==> config.mk <==
export PLATFORM = sky130hd
export DESIGN_NAME = mem_accumulator_param
export DESIGN_NICKNAME = d
export VERILOG_FILES = /design/src/rtl/mem_acc_pkg.sv /design/src/rtl/acc_mem.sv /design/src/rtl/mem_accumulator_param.sv
export SDC_FILE = /design/constraint.sdc
export NUM_CORES = 1
export LEC_CHECK = 0
export BUFFER_PORTS_ARGS = -buffer_cell sky130_fd_sc_hd__buf_4
export CAP_MARGIN = 20
export CORE_UTILIZATION = 45
export DETAILED_ROUTE_END_ITERATION = 10
export SLEW_MARGIN = 20
export SYNTH_ARGS = -nofsm -noshare
export SYNTH_HDL_FRONTEND = slang
export SYNTH_SLANG_ARGS = --single-unit
==> constraint.sdc <==
create_clock -name clk -period 4.9 [get_ports clk]
set_clock_uncertainty 0.1 [all_clocks]
set_input_delay 0.98 -clock clk [delete_from_list [all_inputs] [get_ports clk]]
set_output_delay 0.98 -clock clk [all_outputs]
set_load 0.05 [all_outputs]
==> src/rtl/mem_acc_pkg.sv <==
// Shared encodings for the memory accumulator: controller states and reduction op codes.
// No logic here; latency/backpressure are properties of the blocks that import it.
package mem_acc_pkg;

    typedef enum logic [1:0] {
        IDLE  = 2'd0,
        FETCH = 2'd1,
        ACC   = 2'd2,
        FIN   = 2'd3
    } state_t;

    localparam logic OP_SUM = 1'b0;
    localparam logic OP_MAX = 1'b1;

endpackage

==> src/rtl/acc_mem.sv <==
// DEPTH x DATA_W RAM, synchronous write, registered read (1-cycle latency), no backpressure.
// A write and a read of the same address on one edge return the new data.
module acc_mem #(
    parameter int DATA_W = 8,
    parameter int ADDR_W = 4
) (
    input  logic              clk,
    input  logic              wr_en,
    input  logic [ADDR_W-1:0] wr_addr,
    input  logic [DATA_W-1:0] wr_dat,
    input  logic [ADDR_W-1:0] rd_addr,
    output logic [DATA_W-1:0] rd_dat
);

    localparam int DEPTH = 2 ** ADDR_W;

    logic [DATA_W-1:0] mem [DEPTH];

    // Contents are deliberately not reset; data survives an aborted operation.
    always_ff @(posedge clk) begin
        if (wr_en) begin
            mem[wr_addr] <= wr_dat;
        end
        if (wr_en && (wr_addr == rd_addr)) begin
            rd_dat <= wr_dat;
        end else begin
            rd_dat <= mem[rd_addr];
        end
    end

endmodule

==> src/rtl/mem_accumulator_param.sv <==
// Loadable RAM plus start/busy/done controller reducing a wrapping window (sum/sat-sum/max).
// Latency: done n+1 cycles after the start edge; start and writes are ignored while busy.
module mem_accumulator_param
    import mem_acc_pkg::*;
#(
    parameter int DATA_W = 8,
    parameter int ADDR_W = 4,
    parameter int ACC_W  = 12
) (
    input  logic              clk,
    input  logic              rst,
    input  logic              wr_en,
    input  logic [ADDR_W-1:0] wr_addr,
    input  logic [DATA_W-1:0] data_in,
    input  logic              start,
    input  logic [ADDR_W-1:0] base_addr,
    input  logic [ADDR_W:0]   len,
    input  logic              op_sel,
    input  logic              sat_en,
    output logic              busy,
    output logic              done,
    output logic [ACC_W-1:0]  result,
    output logic              overflow
);

    localparam int DEPTH = 2 ** ADDR_W;
    localparam logic [ADDR_W:0] DEPTH_L = (ADDR_W + 1)'(DEPTH);
    localparam logic [ADDR_W:0] ONE_L   = (ADDR_W + 1)'(1);

    state_t             state_q, state_d;
    logic [ADDR_W-1:0]  addr_q;
    logic [ADDR_W:0]    cnt_q;
    logic               op_q;
    logic               sat_q;
    logic [ACC_W-1:0]   acc_q;
    logic               ovf_q;
    logic [ACC_W-1:0]   result_q;
    logic               overflow_q;
    logic               done_q;

    logic [ADDR_W:0]    n_eff;
    logic [ADDR_W-1:0]  rd_addr;
    logic [DATA_W-1:0]  rd_dat;
    logic               mem_we;
    logic [ACC_W-1:0]   operand;
    logic [ACC_W:0]     sum_ext;
    logic [ACC_W-1:0]   comb_acc;
    logic               comb_ovf;
    logic               start_ok;

    assign n_eff    = (len > DEPTH_L) ? DEPTH_L : len;
    assign start_ok = (state_q == IDLE) && start;
    assign mem_we   = (state_q == IDLE) && wr_en;

    acc_mem #(
        .DATA_W (DATA_W),
        .ADDR_W (ADDR_W)
    ) u_mem (
        .clk     (clk),
        .wr_en   (mem_we),
        .wr_addr (wr_addr),
        .wr_dat  (data_in),
        .rd_addr (rd_addr),
        .rd_dat  (rd_dat)
    );

    // Combine the word returned by the RAM this cycle into the running value.
    assign operand = ACC_W'(rd_dat);
    assign sum_ext = {1'b0, acc_q} + {1'b0, operand};

    always_comb begin
        comb_acc = acc_q;
        comb_ovf = ovf_q;
        if (op_q == OP_MAX) begin
            comb_acc = (operand > acc_q) ? operand : acc_q;
        end else begin
            comb_ovf = ovf_q | sum_ext[ACC_W];
            comb_acc = (sum_ext[ACC_W] && sat_q) ? {ACC_W{1'b1}} : sum_ext[ACC_W-1:0];
        end
    end

    // n==1 skips FETCH: the single word arrives while in ACC.
    always_comb begin
        state_d = state_q;
        rd_addr = addr_q;
        unique case (state_q)
            IDLE: begin
                rd_addr = base_addr;
                if (start) begin
                    if (n_eff == '0) begin
                        state_d = FIN;
                    end else if (n_eff == ONE_L) begin
                        state_d = ACC;
                    end else begin
                        state_d = FETCH;
                    end
                end
            end
            FETCH: begin
                if (cnt_q == ONE_L) begin
                    state_d = ACC;
                end
            end
            ACC:     state_d = FIN;
            FIN:     state_d = IDLE;
            default: state_d = IDLE;
        endcase
    end

    always_ff @(posedge clk or negedge rst) begin
        if (!rst) begin
            state_q    <= IDLE;
            addr_q     <= '0;
            cnt_q      <= '0;
            op_q       <= OP_SUM;
            sat_q      <= 1'b0;
            acc_q      <= '0;
            ovf_q      <= 1'b0;
            result_q   <= '0;
            overflow_q <= 1'b0;
            done_q     <= 1'b0;
        end else begin
            state_q <= state_d;
            done_q  <= (state_q == FIN);
            if (start_ok) begin
                addr_q     <= base_addr + ADDR_W'(1);
                cnt_q      <= (n_eff == '0) ? '0 : n_eff - ONE_L;
                op_q       <= op_sel;
                sat_q      <= sat_en;
                acc_q      <= '0;
                ovf_q      <= 1'b0;
                overflow_q <= 1'b0;
            end
            if (state_q == FETCH) begin
                addr_q <= addr_q + ADDR_W'(1);
                cnt_q  <= cnt_q - ONE_L;
                acc_q  <= comb_acc;
                ovf_q  <= comb_ovf;
            end
            if (state_q == ACC) begin
                acc_q <= comb_acc;
                ovf_q <= comb_ovf;
            end
            if (state_q == FIN) begin
                result_q   <= acc_q;
                overflow_q <= ovf_q;
            end
        end
    end

    assign busy     = (state_q != IDLE);
    assign done     = done_q;
    assign result   = result_q;
    assign overflow = overflow_q;

endmodule

Yosys cells after proc, flatten, opt, wreduce, memory -nomap -nowiden

Memories as Yosys holds them, arrays and structs flattened. A register that Yosys moved wholly into a read port is not among the register bits.
Cells that the tools add are included.

Output and inout port bits: 15
Memory bits (writable): 128
Memories: 1
Bits of input ports: 27
Register bits: 40

Bitwise logic cells: 1
Equality and inequality tests: 7
Order comparisons: 2
Reduce and logical (&&, ||, !) cells: 10
Multiplexer cells: 25
Add/sub/neg operators: 5

Memories:

| memory    | words | width | rd ports | clocked after memory_dff | wr ports | line          | RTL |
|---|---|---|---|---|---|---|---|
| u_mem.mem | 16    | 8     | 1        | 1                        | 1        | acc_mem.sv:17 | `logic [DATA_W-1:0] mem [DEPTH];` |

Operators by type and width:

| cell                                                                   | number |
|---|---|
| 12-bit 2-to-1 mux                                                      | 6 |
| 5-bit 2-to-1 mux                                                       | 4 |
| 12-bit by 8-bit adder with 13-bit output                               | 1 |
| 8-bit by 12-bit > comparator with 1-bit output                         | 1 |
| 4-bit 2-to-1 mux                                                       | 3 |
| 5-bit by 1-bit equality test with 1-bit output (second input constant) | 2 |
| 5-bit by 1-bit subtractor with 5-bit output (second input constant)    | 2 |
| 4-bit by 1-bit adder with 4-bit output (second input constant)         | 2 |
| 2-bit 2-to-1 mux                                                       | 4 |
| 2-bit case mux with 4 select lines                                     | 1 |
| 1-bit 2-to-1 mux                                                       | 7 |
| 2-bit nonzero test                                                     | 3 |
| 5-bit > comparator (second input constant)                             | 1 |
| 5-bit zero test                                                        | 1 |
| 2-bit equality test (second input constant)                            | 2 |
| 2-bit != test (second input constant)                                  | 2 |
| 1-bit logical AND                                                      | 3 |
| 3-bit nonzero test                                                     | 1 |
| 2-bit by 1-bit equality test with 1-bit output (second input constant) | 1 |
| 2-bit zero test                                                        | 1 |
| 2-bit AND reduction                                                    | 1 |
| 1-bit OR                                                               | 1 |

Depth between registers and ports, before layout

Gate-level depths: netlist of run 1.

Depth after elaboration: 7
Depth in mapped cells: 15
Gate-level depth less buffers: 13

Cells and area by module

From an unflattened synthesis of run 1, not the netlist that was laid out.

Cell total of the unflattened synthesis: 522
Area, all modules: 7,898.8 um^2

Modules (own cells, without submodules):

| module                | sequential area each (um^2) | cells an instance | instances | area an instance (um^2) |
|---|---|---|---|---|
| acc_mem               | 3,923.8                     | 225               | 1         | 5,067.4 |
| mem_accumulator_param | 1,001.0                     | 297               | 1         | 2,831.5 |

Worst setup path before layout of run 1

Ideal clock, no wire load.

Path kind: register to register
Start: register with a tool-made name
End: register acc_q[10]
Path slack: 1,045 ps
Library setup time: 120 ps
Cell stages (with the launch flop): 12
Arrival time: 3,635 ps
Cells stage by stage: dfxtp_1 > buf_4 > buf_4 > mux4_2 > mux4_2 > ha_1 > nand2b_1 > o311ai_2 > a211o_1 > a211o_1 > or4b_1 > and3_1

RTL lines:

| element              | line                         | RTL |
|---|---|---|
| to (signal assigned) | mem_accumulator_param.sv:137 | `acc_q <= comb_acc;` |
| to (signal assigned) | mem_accumulator_param.sv:141 | `acc_q <= comb_acc;` |
| to (decl)            | mem_accumulator_param.sv:35  | `logic [ACC_W-1:0] acc_q;` |

==> metrics.cfg, run 1 <==
[outcome]
status = finished, final reports clean

[synth]
yosys-top-cells-count = 128 x edfxtp_1, 40 x dfrtp_1, 40 x nor2_1
synth_top_area_frac = 0.488
yosys_register_bits = 172
synth.most_common_cell = edfxtp_1
netlist_area_sq_um = 7880
synth_cells = 541
yosysTopAreaCell = edfxtp_1
synth_area_leaders = edfxtp_1 49%, dfrtp_1 13%, mux4_2 8.0%
synth-main-ff-cell = edfxtp_1
synthArstFlopShare = 0.233
avgSynthCellArea_sq_um = 14.6
yosysSeqAreaShare = 0.625
synth-edff-count = 128
ys_warn_count = 0
syn_nets = 598
ys_types = 61

[sta]
period_share = 0.870
setup_tns_ns = 0
setup-violations-final = 0
final_hold_viol_count = 0
tightest_slew_ns = 1.09
slew_headroom = 0.272
whs_ns = 0.406
slew_viol_final = 0
max_freq_ghz = 0.235
finalCriticalPeriod_ns = 4.26
fin_ws_ns = 0.638
rsz0062_at_grt = false

[clocking]
clkLatencyLatePin_ns = 0.43
htree_num_levels = 4
cts_hold_buf = 0
cts-buffers-inserted = 17
cts_resized = 0
cts_sinks = 172
postCtsSetupRepairBufs = 0
cts_root_buf = clkbuf_16
path_clk_slew_ns = 0.07
clockBufferDepth = 2
cts_tree = yes

[global_routing]
grt_start_max_net_pins = 41
grt.total_usage = 0.199
grt_pass1_wl_um = 26500
grt_antenna_before_repair = 0
grt_overflow_total = 0
grt_pass1_vias = 4686

[power]
power_leakage_nw = 3.34
vdd_drop_max_v = 0.000373
power_mw = 6.05
p_comb_frac = 0.447
p_seq_frac = 0.327
pwr_density_cell_nw_per_um2 = 668
power.switching_mw = 2.40
swShare = 0.397
p_int_mw = 3.65
p_clk_frac = 0.225

[detailed_routing]
drt_wl_total_um = 16800
vias_per_cell = 5.83
drc = 0
postRouteAntennaNets = 0
wl_per_cell_um = 20.2
vias = 4835
drt_pass1_iterations = 5
drt_first_iter_violations = 341

[cells_and_area]
nets = 648
layout-drive-gt1-share = 0.230
nFillCells = 1478
area_growth_pct = 14.9
diodes = 0
instances_no_fill = 829

[worst_setup_path]
cp_top_family = compound AO/OA/AOI/OAI gates
reg2reg_setup_slack_ns = 0.64
crit_chain = mux4_2 -> and3_1 -> a311o_1 -> nand2_1 -> inv_1 -> ha_1 -> fa_1 -> nor2b_2 -> o311ai_2 -> a31oi_1 -> nor2_1 -> a21oi_1 -> a22o_1
cp-start-kind = register
cp_max_fo = 14
cp.arrival_ns = 4.48
worstRegToRegCells = 13
cp.required_ns = 5.12
endpoint_kind = register
cpPeakStageDelay_ns = 0.76
slowest_stage = dfxtp_1
timing.rr.end = acc_q[0]
crit_type = register to register
crit_buf_inv = 1

[floorplanning]
start_util = 0.459
die_w_um = 134
row_count = 48
core_area_sq_um = 17200
io-pin-count = 42
die_h_um = 134
dieArea_sq_um = 18100

[place]
io_buffers = 41
hpwlAfterDp_um = 11800
dp_worst_setup_slack_ns = 0.665
gp_congestion = 0.900
dp.cells = 797

[worst_hold_path]
min_path_type = register to register
worstHoldEndpoint = overflow
min_path_cells = 2
hp-start = ovf_q

[run]
drv_cap = 0

[metrics by stage]
step | cell area [sq um] | util
after floorplan | 7880 | -
after global placement | 8450 | 0.492
after detailed placement | 8450 | 0.492
after CTS | 9060 | 0.528
after global routing | 9060 | 0.528
final | 9060 | 0.528
[sequential cells by signal, summed over array words and instances (netlist names), named ones only]
signal,flops
addr_q,4
cnt_q,5
overflow,1
result,12
op_q,1
state_q,2
sat_q,1
done,1
acc_q,12
u_mem.mem,128
ovf_q,1
[final cells by class]
type                            instances  area (sq um)  area share
Clock inverter                         15           181      0.0200
Multi-Input combinational cell        330          2800       0.309
Sequential cell                       172          4930       0.544
Tap cell                              225           282      0.0311
Clock buffer                           17           425      0.0469
Timing Repair Buffer                   50           375      0.0414
Inverter                               20          75.1     0.00829
[how the worst max path moves through the flow]
stage | startpoint | endpoint | slack (ns) | cells after the start
2_1_floorplan | register | acc_q[10] | 1.05 | 11
3_3_place_gp | register | acc_q[10] | 0.74 | 10
3_5_place_dp | register | acc_q[0] | 0.66 | 13
4_1_cts | register | acc_q[10] | 0.65 | 12
5_1_grt | register | acc_q[0] | 0.37 | 13
6_report | register | acc_q[0] | 0.64 | 13
[tightest hold or removal path: stages (launching register included)]
cell	delay, ns
dfrtp_1	0.36
nand2_1	0.05
o21ai_0	0.06
[power by group through the flow]
stage	clock (mW)	sequential [mW]	combinational [mW]
finish	1.36	1.98	2.70
global route	1.45	2.02	2.97
CTS	1.38	1.99	2.71
detailed placement	0	2.02	2.70
global placement	0	2.01	2.67
floorplan	0	2.06	1.95
[cell families after synthesis]
family / synth area share
adders and majority gates: 0.0486
muxes: 0.133
xor gates and xnor gates: 0.0122
AOI/OAI and AO/OA: 0.0801
buffers and inverters: 0.0213
DFF: 0.625
and+or+nand+nor: 0.0800
[routing by layer]
metal  share of wire  up-vias  wire (um)  GRT usage
met1            0.44     2480       7430      0.265
met2            0.50      148       8420      0.329
met5               0        -          0          0
met4           0.013        0        223     0.0587
met3           0.042       17        703     0.0420
li1                -     2190          -          -
[cells in the final DEF (no fill, tap or decap), types with 4 or more instances in the layout]
master	n
a211o_1	5
a211oi_1	5
a21oi_1	21
a221oi_1	6
a31oi_1	5
and3_1	4
buf_4	50
clkbuf_16	17
clkinv_4	4
dfrtp_1	40
edfxtp_1	128
ha_1	29
inv_1	20
mux2_2	23
mux2i_1	16
mux4_2	28
nand2_1	35
nand2b_1	7
nand3_1	4
nand4_1	5
nor2_1	40
nor2b_1	6
nor3_1	7
o211ai_1	6
o21ai_0	16
or3_1	5
xnor2_1	5
xor2_1	6
Power figures use the tool's default switching activity.
==> inputs of run 2 (changes only) <==
- CORE_MARGIN: default -> 2
- clock period: 4.9 -> 4.8 ns (I/O delays scaled with it)
==> run 2 against run 1 <==
Sequential power grew 3%; final area fell by 0.69%; combinational power is 2% higher; setup slack worse by 0.038 ns; cell count shrank 0.24%; wire length is 1.2% lower; worst hold slack worse by 0.0093 ns; register-to-register slack worse by 0.04 ns; maximum frequency grew 1.5%; critical path depth fell by 3; power increased by 0.13%; highest routed layer unchanged; critical path type unchanged.
==> metrics.cfg, run 2 (synthesis gave the netlist of run 1 again) <==
[cells_and_area]
regMostFlops = u_mem.mem
nFillCells = 1437
multi_input_area_sq_um = 2810
layout-drive-gt1-share = 0.221
diodes = 0
layout_common_cells = 128 x edfxtp_1, 47 x buf_4, 40 x nor2_1, 40 x dfrtp_1, 35 x nand2_1
layout_commonest_cell = edfxtp_1
seq_area_sq_um = 4930
nets = 646
area_growth_pct = 14.1
utilization = 0.522
largest_reg_flops = 128

[worst_setup_path]
crit_type = register to register
cp_top_family = multiplexers
reg2reg_setup_slack_ns = 0.60
crit_buf_inv = 1
cp.required_ns = 5.00
cp_max_fo = 10
worstRegToRegCells = 10
cp-start-kind = register
crit_chain = buf_4 -> mux4_2 -> mux4_2 -> ha_1 -> nor2_1 -> o311ai_2 -> a211o_1 -> a211o_1 -> or4b_1 -> and3_1
cp.arrival_ns = 4.41
slowest_stage = dfxtp_2
endpoint_kind = register
critical_path_depth = 10
cpPeakStageDelay_ns = 0.59

[global_routing]
grt_start_max_net_pins = 41
grt_overflow_total = 0
grt.total_usage = 0.192
grt_pass1_vias = 4703
grt_pass1_wl_um = 26400
grt_antenna_before_repair = 0

[detailed_routing]
postRouteAntennaNets = 0
drt_wl_total_um = 16600
dr_wl_met3_um = 545
vias_per_cell = 5.58
drc = 0
topRoutingLayerUsed = met4
drt_pass1_iterations = 4
wl_met1_um = 7630
vias = 4612
drt_first_iter_violations = 323
dr_wl_met2_um = 8290
wl_per_cell_um = 20.0

[floorplanning]
io-pin-count = 42
die_h_um = 136
die_w_um = 136
core_area_sq_um = 17200
dieArea_sq_um = 18600
start_util = 0.457
row_count = 48

[sta]
period_share = 0.875
final_hold_viol_count = 0
setup-violations-final = 0
whs_ns = 0.397
slew_headroom = 0.324
tightest_slew_ns = 1.01
max_freq_ghz = 0.238
finalCriticalPeriod_ns = 4.20
slew_viol_final = 0
rsz0062_at_grt = false
setup_tns_ns = 0

[power]
pwr_density_cell_nw_per_um2 = 673
swShare = 0.388
p_seq_frac = 0.336
power_leakage_nw = 3.30
p_comb_frac = 0.456
p_int_mw = 3.71
power.switching_mw = 2.35
p_clk_frac = 0.208
vdd_drop_max_v = 0.000304

[clocking]
postCtsSetupRepairBufs = 0
clkLatencyLatePin_ns = 0.42
clockBufferDepth = 2
cts_tree = yes
cts_sinks = 172
cts-buffers-inserted = 17
cts_resized = 0
cts_root_buf = clkbuf_16
path_clk_slew_ns = 0.06
cts_hold_buf = 0
htree_num_levels = 4

[place]
io_buffers = 41
gp_congestion = 0.815
hpwlAfterDp_um = 11600

[outcome]
status = finished, final reports clean

[run]
drv_cap = 0

[worst_hold_path]
min_path_cells = 2
hp-start = ovf_q
min_path_type = register to register

## run 2: cell types whose count changed in the layout (fill, tap and decap cells not counted), moves of 3 or more
| cell | delta |
|---|---|
| clkinv_4 | -3 |
| inv_8 | -3 |
| clkbuf_1 | +5 |
| clkinv_8 | -3 |
| buf_4 | -3 |
## run 2: area by class of cell
cell class | count | share of cell area
clock inverters | 10 | 0.0103
well taps | 225 | 0.0313
repair buffers | 48 | 0.0414
inverters | 20 | 0.00834
multi-input cells | 330 | 0.312
clock buffers | 22 | 0.0494
flip-flops and latches | 172 | 0.547
## run 2: power groups by stage
stage                     registers [mW]  logic, mW  clock network (mW)
after floorplan                     2.11       1.99                   0
after global placement              2.06       2.73                   0
after detailed placement            2.07       2.75                   0
after CTS                           2.04       2.77                1.29
after global routing                2.07       3.06                1.36
final                               2.03       2.76                1.26
## run 2: stage by stage
step / std cells / setup WS, ns / total power, mW / instance area [sq um]
2_1_floorplan: 541 / 0.945 / 4.10 / 7880
3_3_place_gp: 795 / 0.696 / 4.79 / 8460
3_5_place_dp: 795 / 0.588 / 4.82 / 8460
4_1_cts: 827 / 0.575 / 6.09 / 9000
5_1_grt: 827 / 0.329 / 6.48 / 9000
6_report: 827 / 0.600 / 6.06 / 9000
## run 2: final timing paths
path / to
worst max-delay path: acc_q[10]
worst min-delay path: overflow
worst max register to register: acc_q[10]
worst min register to register: overflow
max in group asynchronous: result[0]
min in group asynchronous: done
## run 2: metal layers
metal | vias to the layer above | global-route usage
li1 | 2185 | -
met1 | 2330 | 0.254
met2 | 89 | 0.322
met3 | 8 | 0.0459
met4 | 0 | 0.0469
met5 | - | 0
## run 2: worst register-to-register path, stage by stage (launching register included)
cell and delay, ns:
dfxtp_2 0.59, buf_4 0.32, mux4_2 0.53, mux4_2 0.56, ha_1 0.35, nor2_1 0.14
o311ai_2 0.16, a211o_1 0.31, a211o_1 0.34, or4b_1 0.52, and3_1 0.17
==> inputs of run 3 (changes only) <==
- ABC_AREA: default -> 1
==> run 3 against run 2 <==
Sequential share of layout area down 1.9 points; register-to-register slack better by 0.67 ns; global-route usage up 1.4 points; wire length up 16%; first-iteration DRC count up 80%; setup slack better by 0.67 ns; power up 6.5%; critical path type unchanged; critical endpoint is now acc_q[8].
==> metrics.cfg, run 3 <==
[worst_hold_path]
min_path_type = register to register
min_path_cells = 2
worstHoldEndpoint = result[2]
hp-start = result[2]

[clocking]
postCtsSetupRepairBufs = 0
cts_root_buf = clkbuf_16
cts_resized = 0
clockBufferDepth = 2
cts-buffers-inserted = 17
clkLatencyLatePin_ns = 0.44
cts_hold_buf = 0
htree_num_levels = 4
cts_tree = yes
cts_sinks = 172
path_clk_slew_ns = 0.07

[detailed_routing]
wl_per_cell_um = 17.1
drt_pass1_iterations = 6
drt_first_iter_violations = 582
drc = 0
postRouteAntennaNets = 0
vias_per_cell = 5.26
drt_wl_total_um = 19200
vias = 5895

[power]
p_clk_frac = 0.242
power_mw = 6.45
p_comb_frac = 0.453
power_leakage_nw = 3.86
p_seq_frac = 0.304
power.switching_mw = 2.79
swShare = 0.432
vdd_drop_max_v = 0.000306
p_int_mw = 3.66
pwr_density_cell_nw_per_um2 = 692

[synth]
yosys-top-cells-count = 190 x nand2_1, 128 x edfxtp_1, 117 x nor2_1
synth_cells = 849
synth_top_area_frac = 0.467
synth_area_leaders = edfxtp_1 47%, dfrtp_1 12%, nand2_1 8.7%
synthArstFlopShare = 0.233
yosysTopAreaCell = edfxtp_1
yosysSeqAreaShare = 0.598
synth-main-ff-cell = edfxtp_1
syn_nets = 906
yosys_register_bits = 172
avgSynthCellArea_sq_um = 9.70
ys_types = 36
synth.most_common_cell = nand2_1
ys_warn_count = 0
synth-edff-count = 128
netlist_area_sq_um = 8240

[floorplanning]
io-pin-count = 42
die_w_um = 139
core_area_sq_um = 18000
row_count = 49
dieArea_sq_um = 19400
start_util = 0.459
die_h_um = 139

[worst_setup_path]
timing.rr.end = acc_q[8]
slowest_stage = dfxtp_2
worstRegToRegCells = 15
cp.required_ns = 5.01
crit_chain = buf_4 -> a21oi_1 -> o21ai_0 -> nand3_1 -> nand3_1 -> nand2_1 -> fa_1 -> nand2_1 -> nand2_1 -> nand3_1 -> nand2_1 -> nand2_2 -> nand2_2 -> o21ai_0 -> o21ai_0
cpMostUsedCell = nand2_1
cp_top_family = simple AND/OR/NAND/NOR gates
crit_type = register to register
crit_buf_inv = 1
endpoint_kind = register
cp.arrival_ns = 3.73
cp_max_fo = 50
cp-start-kind = register
reg2reg_setup_slack_ns = 1.27
cpPeakStageDelay_ns = 0.60

[cells_and_area]
diodes = 0
layout-drive-gt1-share = 0.0988
area_growth_pct = 13.2
nets = 935
regMostFlops = u_mem.mem
utilization = 0.519
instances_no_fill = 1120
layout_commonest_cell = nand2_1
layout_common_cells = 190 x nand2_1, 128 x edfxtp_1, 117 x nor2_1
largest_reg_flops = 128

[outcome]
status = finished, final reports clean

[place]
gp_congestion = 0.881
dp_worst_setup_slack_ns = 1.31
io_buffers = 41
hpwlAfterDp_um = 12300
dp.cells = 1088

[sta]
period_share = 0.735
final_hold_viol_count = 0
rsz0062_at_grt = false
slew_viol_final = 0
finalCriticalPeriod_ns = 3.53
max_freq_ghz = 0.284
fin_ws_ns = 1.27
setup_tns_ns = 0
slew_headroom = 0.261
setup-violations-final = 0
tightest_slew_ns = 1.10

[global_routing]
grt.total_usage = 0.206
grt_start_max_net_pins = 58
grt_overflow_total = 0
grt_antenna_before_repair = 0
grt_pass1_wl_um = 30700
grt_pass1_vias = 5668

[run]
drv_cap = 0

run 3: cell types whose count changed in the layout (fill, tap and decap cells not counted), sizes merged, moves of 22 or more:
cell   previous run  this run
mux4             28         0
o21ai            18        90
mux2             23         1
inv              22        78
nand3             4        65
nand2            35       194
nor2             40       119
run 3: metal layers:
| layer | track usage | vias to the layer above | wire length, um |
|---|---|---|---|
| met1 | 0.296 | 2767 | 8950 |
| met5 | 0 | - | 0 |
| met3 | 0.0403 | 21 | 1110 |
| met4 | 0.0590 | 0 | 315 |
| met2 | 0.319 | 181 | 8820 |
| li1 | - | 2926 | - |
run 3: tightest hold or removal path, delay by kind of cell, from the launching register on:
kind	cells	cell delay, ns
AOI/OAI and AO/OA	1	0.06
DFF	1	0.34
and+or+nand+nor	1	0.05
run 3: layout make-up:
class	instances	area [sq um]
fill	1622	8640
sequential	172	4930
multi-input combinational	572	2840
clock buffer	17	425
timing repair buffer	44	330
tap	229	287
inverter	71	269
clock inverter	15	246
run 3: through the flow:
| step | hold slack, ns | cell area (sq um) |
|---|---|---|
| 5_1_grt | 0.405 | 9330 |
| 4_1_cts | 0.390 | 9330 |
| 2_1_floorplan | 0.344 | 8240 |
| 3_3_place_gp | 0.368 | 8660 |
| 3_5_place_dp | 0.374 | 8660 |
| 6_report | 0.383 | 9330 |
run 3: cells by family after synthesis:
| family | Yosys count | synth area share |
|---|---|---|
| compound gates | 141 | 0.0940 |
| xor+xnor | 9 | 0.00957 |
| buf+inv | 105 | 0.0568 |
| mux | 2 | 0.00258 |
| flops | 172 | 0.598 |
| fa+ha+maj | 30 | 0.0465 |
| simple gates | 390 | 0.193 |
run 3: how the worst max path moves through the flow:
| stage | endpoint | slack, ns | depth (start not counted) |
|---|---|---|---|
| after floorplan | acc_q[3] | 2.23 | 22 |
| after global placement | acc_q[0] | 1.32 | 17 |
| after detailed placement | acc_q[8] | 1.31 | 15 |
| after CTS | acc_q[8] | 1.27 | 15 |
| after global routing | acc_q[1] | 0.89 | 19 |
| final | acc_q[8] | 1.27 | 15 |
run 3: power by group through the flow:
stage          registers [mW]  logic (mW)  clock network, mW
2_1_floorplan            2.07        2.11                  0
3_3_place_gp             1.99        2.89                  0
3_5_place_dp             1.99        2.89                  0
4_1_cts                  1.96        2.92               1.59
5_1_grt                  1.99        3.30               1.65
6_report                 1.96        2.92               1.56
